### src/rtl/memory_access_stage_pkg.sv
// memory_access_stage_pkg: control-bit indices, size encodings and FSM states for the MEM stage.
package memory_access_stage_pkg;

    localparam int CU_MEM_READ      = 0;
    localparam int CU_MEM_WRITE     = 1;
    localparam int CU_SIZE          = 2;
    localparam int CU_LOAD_UNSIGNED = 4;
    localparam int CU_REG_WRITE     = 5;
    localparam int CU_MEM_TO_REG    = 6;
    localparam int CU_VALID         = 7;

    localparam logic [1:0] SZ_B = 2'b00;
    localparam logic [1:0] SZ_H = 2'b01;
    localparam logic [1:0] SZ_W = 2'b10;

    typedef enum logic {S_IDLE, S_WAIT} state_t;

    function automatic logic is_aligned(logic [1:0] size, logic [1:0] a);
        return size == SZ_B || (size == SZ_H && !a[0]) || (size == SZ_W && a == 2'b00);
    endfunction

endpackage

### src/rtl/memory_access_stage_if.sv
// memory_access_stage_if: data-memory req/ready bus between the MEM stage and memory.
interface memory_access_stage_if;
    logic        req;
    logic        we;
    logic [31:0] addr;
    logic [3:0]  be;
    logic [31:0] wdata;
    logic        ready;
    logic [31:0] rdata;

    modport master (output req, we, addr, be, wdata, input ready, rdata);
    modport slave  (input req, we, addr, be, wdata, output ready, rdata);
endinterface

### src/rtl/memory_access_stage_load_store_align.sv
// memory_access_stage_load_store_align: byte-lane enables, store replication and load extension.
module memory_access_stage_load_store_align
    import memory_access_stage_pkg::*;
(
    input  logic [1:0]  a,
    input  logic [1:0]  size,
    input  logic        load_unsigned,
    input  logic [31:0] wdata,
    input  logic [31:0] rdata,
    output logic [3:0]  be,
    output logic [31:0] wdata_lane,
    output logic [31:0] load_ext
);
    logic [7:0]  byte_v;
    logic [15:0] half_v;

    always_comb begin
        byte_v     = rdata[{a, 3'b000} +: 8];
        half_v     = a[1] ? rdata[31:16] : rdata[15:0];
        be         = size == SZ_B ? 4'b0001 << a :
                     size == SZ_H ? (a[1] ? 4'b1100 : 4'b0011) :
                     size == SZ_W ? 4'b1111 : 4'b0000;
        wdata_lane = size == SZ_B ? {4{wdata[7:0]}} :
                     size == SZ_H ? {2{wdata[15:0]}} : wdata;
        load_ext   = size == SZ_B ? {{24{!load_unsigned & byte_v[7]}}, byte_v} :
                     size == SZ_H ? {{16{!load_unsigned & half_v[15]}}, half_v} : rdata;
    end
endmodule

### src/rtl/memory_access_stage.sv
// memory_access_stage: MEM pipeline stage issuing data-memory loads/stores over a req/ready bus,
// stalling while memory is busy and registering the MEM/WB bundle.
module memory_access_stage
    import memory_access_stage_pkg::*;
#(
    parameter int TIMEOUT = 16
) (
    input  logic                          clk,
    input  logic                          rst_n,
    input  logic [4:0]                    i_rd,
    input  logic [31:0]                   i_mem_write_data,
    input  logic [7:0]                    i_control_unit_signal,
    input  logic [31:0]                   i_alu_out,
    memory_access_stage_if.master         dmem,
    output logic                          stall,
    output logic                          misalign,
    output logic                          bus_error,
    output logic [4:0]                    o_rd,
    output logic [31:0]                   o_wb_data,
    output logic                          o_reg_write,
    output logic                          o_valid
);
    localparam int CW = $clog2(TIMEOUT + 1);
    localparam logic [CW-1:0] LAST = CW'(TIMEOUT - 1);

    state_t      state, state_nx;
    logic [CW-1:0] count;
    logic [7:0]  c_ctrl, ctrl;
    logic [4:0]  c_rd, rd;
    logic [31:0] c_alu, alu, c_data, data;
    logic        mem_op, ok, done, abort, mis;
    logic [3:0]  be_a;
    logic [31:0] wdata_a, load_ext;

    memory_access_stage_load_store_align u_align (
        .a             (alu[1:0]),
        .size          (ctrl[CU_SIZE +: 2]),
        .load_unsigned (ctrl[CU_LOAD_UNSIGNED]),
        .wdata         (data),
        .rdata         (dmem.rdata),
        .be            (be_a),
        .wdata_lane    (wdata_a),
        .load_ext      (load_ext)
    );

    // In WAIT the bus is sourced from the captured op so it stays stable while upstream is frozen.
    always_comb begin
        ctrl       = state == S_WAIT ? c_ctrl : i_control_unit_signal;
        rd         = state == S_WAIT ? c_rd   : i_rd;
        alu        = state == S_WAIT ? c_alu  : i_alu_out;
        data       = state == S_WAIT ? c_data : i_mem_write_data;
        mem_op     = ctrl[CU_VALID] & (ctrl[CU_MEM_READ] | ctrl[CU_MEM_WRITE]);
        ok         = is_aligned(ctrl[CU_SIZE +: 2], alu[1:0]);
        mis        = mem_op & !ok;
        dmem.req   = rst_n & mem_op & ok;
        dmem.we    = dmem.req & ctrl[CU_MEM_WRITE];
        dmem.addr  = {alu[31:2], 2'b00};
        dmem.be    = dmem.req ? be_a : 4'b0000;
        dmem.wdata = wdata_a;
        done       = dmem.req & dmem.ready;
        abort      = state == S_WAIT & !dmem.ready & count >= LAST;
        stall      = dmem.req & !dmem.ready & !abort;
        state_nx   = stall ? S_WAIT : S_IDLE;
    end

    always_ff @(posedge clk or negedge rst_n) begin
        if (!rst_n) begin
            state       <= S_IDLE;
            count       <= '0;
            c_ctrl      <= '0;
            c_rd        <= '0;
            c_alu       <= '0;
            c_data      <= '0;
            misalign    <= 1'b0;
            bus_error   <= 1'b0;
            o_rd        <= '0;
            o_wb_data   <= '0;
            o_reg_write <= 1'b0;
            o_valid     <= 1'b0;
        end else begin
            state       <= state_nx;
            count       <= stall ? count + 1'b1 : '0;
            if (state == S_IDLE) begin
                c_ctrl <= i_control_unit_signal;
                c_rd   <= i_rd;
                c_alu  <= i_alu_out;
                c_data <= i_mem_write_data;
            end
            misalign    <= mis;
            bus_error   <= abort;
            o_rd        <= rd;
            o_wb_data   <= done & ctrl[CU_MEM_TO_REG] ? load_ext : alu;
            o_reg_write <= !stall & !abort & !mis & ctrl[CU_VALID] & ctrl[CU_REG_WRITE];
            o_valid     <= !stall & ctrl[CU_VALID];
        end
    end
endmodule

### src/flat_wrapper.sv
// flat-port wrapper written by rule: the top's interface ports become plain ports
module memory_access_stage_flat import memory_access_stage_pkg::*;
#(
    parameter int TIMEOUT = 16
)
  (clk, rst_n, i_rd, i_mem_write_data, i_control_unit_signal, i_alu_out, stall, misalign, bus_error, o_rd, o_wb_data, o_reg_write, o_valid, dmem_req, dmem_we, dmem_addr, dmem_be, dmem_wdata, dmem_ready, dmem_rdata);
  memory_access_stage_if dmem_i ();
  input  logic clk;
  input  logic rst_n;
  input  logic [4:0] i_rd;
  input  logic [31:0] i_mem_write_data;
  input  logic [7:0] i_control_unit_signal;
  input  logic [31:0] i_alu_out;
  output logic stall;
  output logic misalign;
  output logic bus_error;
  output logic [4:0] o_rd;
  output logic [31:0] o_wb_data;
  output logic o_reg_write;
  output logic o_valid;
  output wire logic [$bits(dmem_i.req)-1:0] dmem_req;
  output wire logic [$bits(dmem_i.we)-1:0] dmem_we;
  output wire logic [$bits(dmem_i.addr)-1:0] dmem_addr;
  output wire logic [$bits(dmem_i.be)-1:0] dmem_be;
  output wire logic [$bits(dmem_i.wdata)-1:0] dmem_wdata;
  input wire logic [$bits(dmem_i.ready)-1:0] dmem_ready;
  input wire logic [$bits(dmem_i.rdata)-1:0] dmem_rdata;
  assign dmem_req = dmem_i.req;
  assign dmem_we = dmem_i.we;
  assign dmem_addr = dmem_i.addr;
  assign dmem_be = dmem_i.be;
  assign dmem_wdata = dmem_i.wdata;
  assign dmem_i.ready = dmem_ready;
  assign dmem_i.rdata = dmem_rdata;
  memory_access_stage #(.TIMEOUT(TIMEOUT)) u_core (.clk(clk), .rst_n(rst_n), .i_rd(i_rd), .i_mem_write_data(i_mem_write_data), .i_control_unit_signal(i_control_unit_signal), .i_alu_out(i_alu_out), .dmem(dmem_i), .stall(stall), .misalign(misalign), .bus_error(bus_error), .o_rd(o_rd), .o_wb_data(o_wb_data), .o_reg_write(o_reg_write), .o_valid(o_valid));
endmodule
### config.mk
export PLATFORM = sky130hd
export DESIGN_NAME = memory_access_stage_flat
export DESIGN_NICKNAME = d
export VERILOG_FILES = /design/src/rtl/memory_access_stage_pkg.sv /design/src/rtl/memory_access_stage_if.sv /design/src/rtl/memory_access_stage_load_store_align.sv /design/src/rtl/memory_access_stage.sv /design/src/flat_wrapper.sv
export SDC_FILE = /design/constraint.sdc
export NUM_CORES = 1
export LEC_CHECK = 0
export BUFFER_PORTS_ARGS = -buffer_cell sky130_fd_sc_hd__buf_4
export CORE_MARGIN = 2
export CORE_UTILIZATION = 45
export CTS_CLUSTER_DIAMETER = 50
export DETAILED_ROUTE_END_ITERATION = 6
export GPL_TIMING_DRIVEN = 0
export PLACE_DENSITY = 0.74
export SLEW_MARGIN = 25
export SYNTH_ARGS = -nofsm -noshare
export SYNTH_HDL_FRONTEND = slang
export SYNTH_HIERARCHICAL = 1
export SYNTH_SLANG_ARGS = --single-unit
### constraint.sdc
create_clock -name clk -period 5 [get_ports clk]
set_input_delay 0.75 -clock clk [delete_from_list [all_inputs] [get_ports clk]]
set_output_delay 0.75 -clock clk [all_outputs]
set_load 0.05 [all_outputs]
==> metrics.md <==
| Metric | Value |
|---|---|
| # rows | 42 |
| EDFF count, synth | 0 |
| Worst VDD drop | 0.000190 V |
| Most frequent cells in the layout | buf_4 (261), dfrtp_1 (119), mux2_2 (92) |
| Synth Flop Type | dfrtp_1 |
| Final net count | 840 |
| Post-synth top area cell | dfrtp_1 |
| Slew of the pin with the lowest slew margin | 731 ps |
| Pwr dens | 342 nW/um2 |
| DR WL/cell | between 15 and 20 um |
| Ant diodes | 0 |
| Crit path cell chain | buf_6 > clkbuf_1 > clkbuf_1 > buf_1 > mux2_2 > mux2_2 > buf_4 |
| Flop pwr share | 0.350 |
| Setup tns final | 0 ps |
| Post-route setup slack | 695 ps |
| Ys async rst share | 1.00 |
| CP max stage cell | buf_1 |
| Crit path capture type | output pin |
| Core Area | 13300 um2 |
| Mean Syn Cell Area | 12.8 um2 |
| DRT iter0 DRCs | 239 |
| Total GRT Usage | 0.235 |
| Max-cap check violation count | 0 |
| Die Y | 121 um |
| Post-Syn Area | roughly 6200 um2 |
| Commonest non-fill, non-tap cell in the layout | buf_4 |
| Dpl ws | between 1000 and 1500 ps |
| Status | finished, final reports clean |
| Worst-skew pair later-pin latency | 410 ps |
| Pins Over Slew Limit | 0 |
| Initial Utilization | 0.465 |
| Max stage delay on crit path | 630 ps |
| Cts bufs inserted | 17 |
| Via count | 4563 |
| RSZ-0062 raised after global routing | no |
| Final setup violation count | 0 |
| CP delay by family, top | buffers and inverters |
| Proportion of layout cells with a drive suffix above 1 | 0.605 |
| TritonCTS clock tree | built |
| Maximum root-to-sink buffer count | 2 |
| Total of warnings raised by yosys | 6 |
| Setup Skew | between 8 and 9 ps |
| Root Buffer | clkbuf_16 |
| Sw Pwr | 0.000875 W |
| P&R area growth vs syn | 40.3% |
| Post-Synthesis Cells | 484 |
| Clock network fraction of design power | 0.401 |
| Hold WS | 297 ps |
| Routed WL | 17000 um |
| Worst setup path class | flip-flop to output pin |
| Vias per Instance | about 5.0 |
| Period utilization | 0.861 |
| I/O Buffers | around 220 |
| CTS Hold Bufs | 0 |
| Drt pass-1 iters | 4 |
| Library cells used by synthesis | 47 |
| Drt drc | 0 |
| Crit path DAT | 3550 ps |
| Sw Share | 0.294 |
| Number of global-route vias before repair | 4854 |
| Synth area leaders | dfrtp_1 (48%), mux2_2 (17%), mux2_4 (8.7%), buf_4 (5.0%), mux2i_1 (3.1%) |
| Clk sink count | 119 |
| Combinational power share | 0.249 |
| Worst Hold Class | input pin to asynchronous set/reset pin |
| Synth top area share | 0.480 |
| Worst setup SP type | flip-flop |
| IO Count | 224 |
| Largest net degree at the start of global routing | 63 |
| Htree depth | 4 |
| Die Width | 121 um |
| Final min period | around 4300 ps |
| Total gr overflow | 0 |
| Leakage | 4.16 nW |
| WP data required | 4250 ps |
| DIE AREA | 14700 um2 |
| Seq/Total Area, Yosys | 0.480 |
| Fin. Hold Viols | 0 |
| Max Clock Freq | 0.232 GHz |
| Post-CTS setup buffer count | 0 |
| Remaining antenna violation count | 0 |
| Synthesized flop and latch total | approximately 120 |
| Worst Path Buf+Inv | 5 |
| Worst Path Max Fanout | 10 |
| Filler Cell Count | 1062 |
| Pint | about 0.0021 W |
| GP Congestion | 0.811 |
| Post-DP HPWL | 13000 um |
| Slew margin rel. | 0.513 |
| Post-cts resize count | 0 |
| First-pass GRT wire length | 25900 um |
| CTS clk-pin slew, worst paths | 50 ps |
| Initial antenna violation count | 0 |
[power groups by stage]
stage	clock (W)	combinational (W)	sequential, W
2_1_floorplan	0	0.000403	0.00114
3_3_place_gp	0	0.000733	0.00106
3_5_place_dp	0	0.000744	0.00106
4_1_cts	0.00122	0.000747	0.00104
5_1_grt	0.00126	0.000783	0.00105
6_report	0.00119	0.000743	0.00104
[synthesized netlist by cell type, types with 2 or more instances]
cell type  count
a21boi_0       2
a21o_1         2
a221o_1        6
a31oi_1        5
and2_1         6
and3_1         3
buf_1          2
buf_12         3
buf_2          9
buf_4         41
buf_6          6
clkbuf_1       9
dfrtp_1      119
ha_1           2
inv_1          6
mux2_2        92
mux2_4        36
mux2i_1       19
nand2_1       24
nand3_1        5
nor2_1        15
nor2b_1       19
o211ai_1       3
o21ai_0       10
o21bai_1       2
o22ai_1       17
[cells by family after synthesis]
logic type                 share of synthesized area
AOI/OAI and AO/OA                             0.0662
xor gates and xnor gates                     0.00282
other                                       0.000605
buffers and inverters                         0.0877
adders and majority gates                    0.00403
DFF                                            0.480
and+or+nand+nor                               0.0702
muxes                                          0.288
[per-layer routing]
layer / share of wire / vias up / track usage
met3: 0.090 / 16 / 0.0625
met2: 0.50 / 208 / 0.401
li1: - / 2146 / -
met4: 0.014 / 0 / 0.0948
met5: 0 / - / 0
met1: 0.40 / 2193 / 0.281
[flip-flops by register name (all words and copies together), names as in the netlist]
name and cells:
u_core/c_alu 32, u_core/count 5, u_core/misalign 1, u_core/bus_error 1, u_core/c_ctrl 8, u_core/o_valid 1
u_core/o_reg_write 1, u_core/o_wb_data 32, u_core/state 1, u_core/c_rd 5, u_core/c_data 32
[final timing paths]
path                            depth (start not counted)              endpoint               from  slack (ps)
max in group asynchronous                               2      u_core/c_data[4]              rst_n        4020
worst min-delay path                                    1   u_core/o_wb_data[9]              rst_n         300
worst max register to register                          9  u_core/o_wb_data[27]       u_core/state        1830
worst max-delay path                                    7        dmem_wdata[12]       u_core/state         700
worst min register to register                          1     u_core/c_data[20]  u_core/c_data[20]         490
min in group clk                                        1     u_core/c_data[20]  u_core/c_data[20]         490
[worst reg2reg max path, delay by kind of cell (launching register included)]
kind	cells	cell delay [ps]
and+or+nand+nor	1	290
muxes	2	660
buffers and inverters	4	1400
DFF	1	330
AOI/OAI and AO/OA	2	440
[through the flow]
stage | total power, W | utilization | cell area (um2) | cells
2_1_floorplan | 0.00154 | - | 6210 | 485
3_3_place_gp | 0.00179 | 0.606 | 8090 | 882
3_5_place_dp | 0.00180 | 0.608 | 8120 | 883
4_1_cts | 0.00301 | 0.652 | 8700 | 915
5_1_grt | 0.00309 | 0.652 | 8700 | 915
6_report | 0.00298 | 0.652 | 8700 | 915
[layout make-up]
cell class | instances | area (um2) | share of cell area
sequential | 119 | 2980 | 0.342
inverter | 6 | 22.5 | 0.00259
clock buffer | 24 | 492 | 0.0565
clock inverter | 8 | 95.1 | 0.0109
buffer | 70 | 522 | 0.0599
tap | 176 | 220 | 0.0253
multi-input combinational | 290 | 2690 | 0.308
timing repair buffer | 222 | 1690 | 0.194
Note: power is estimated with default switching activity, not from simulation.
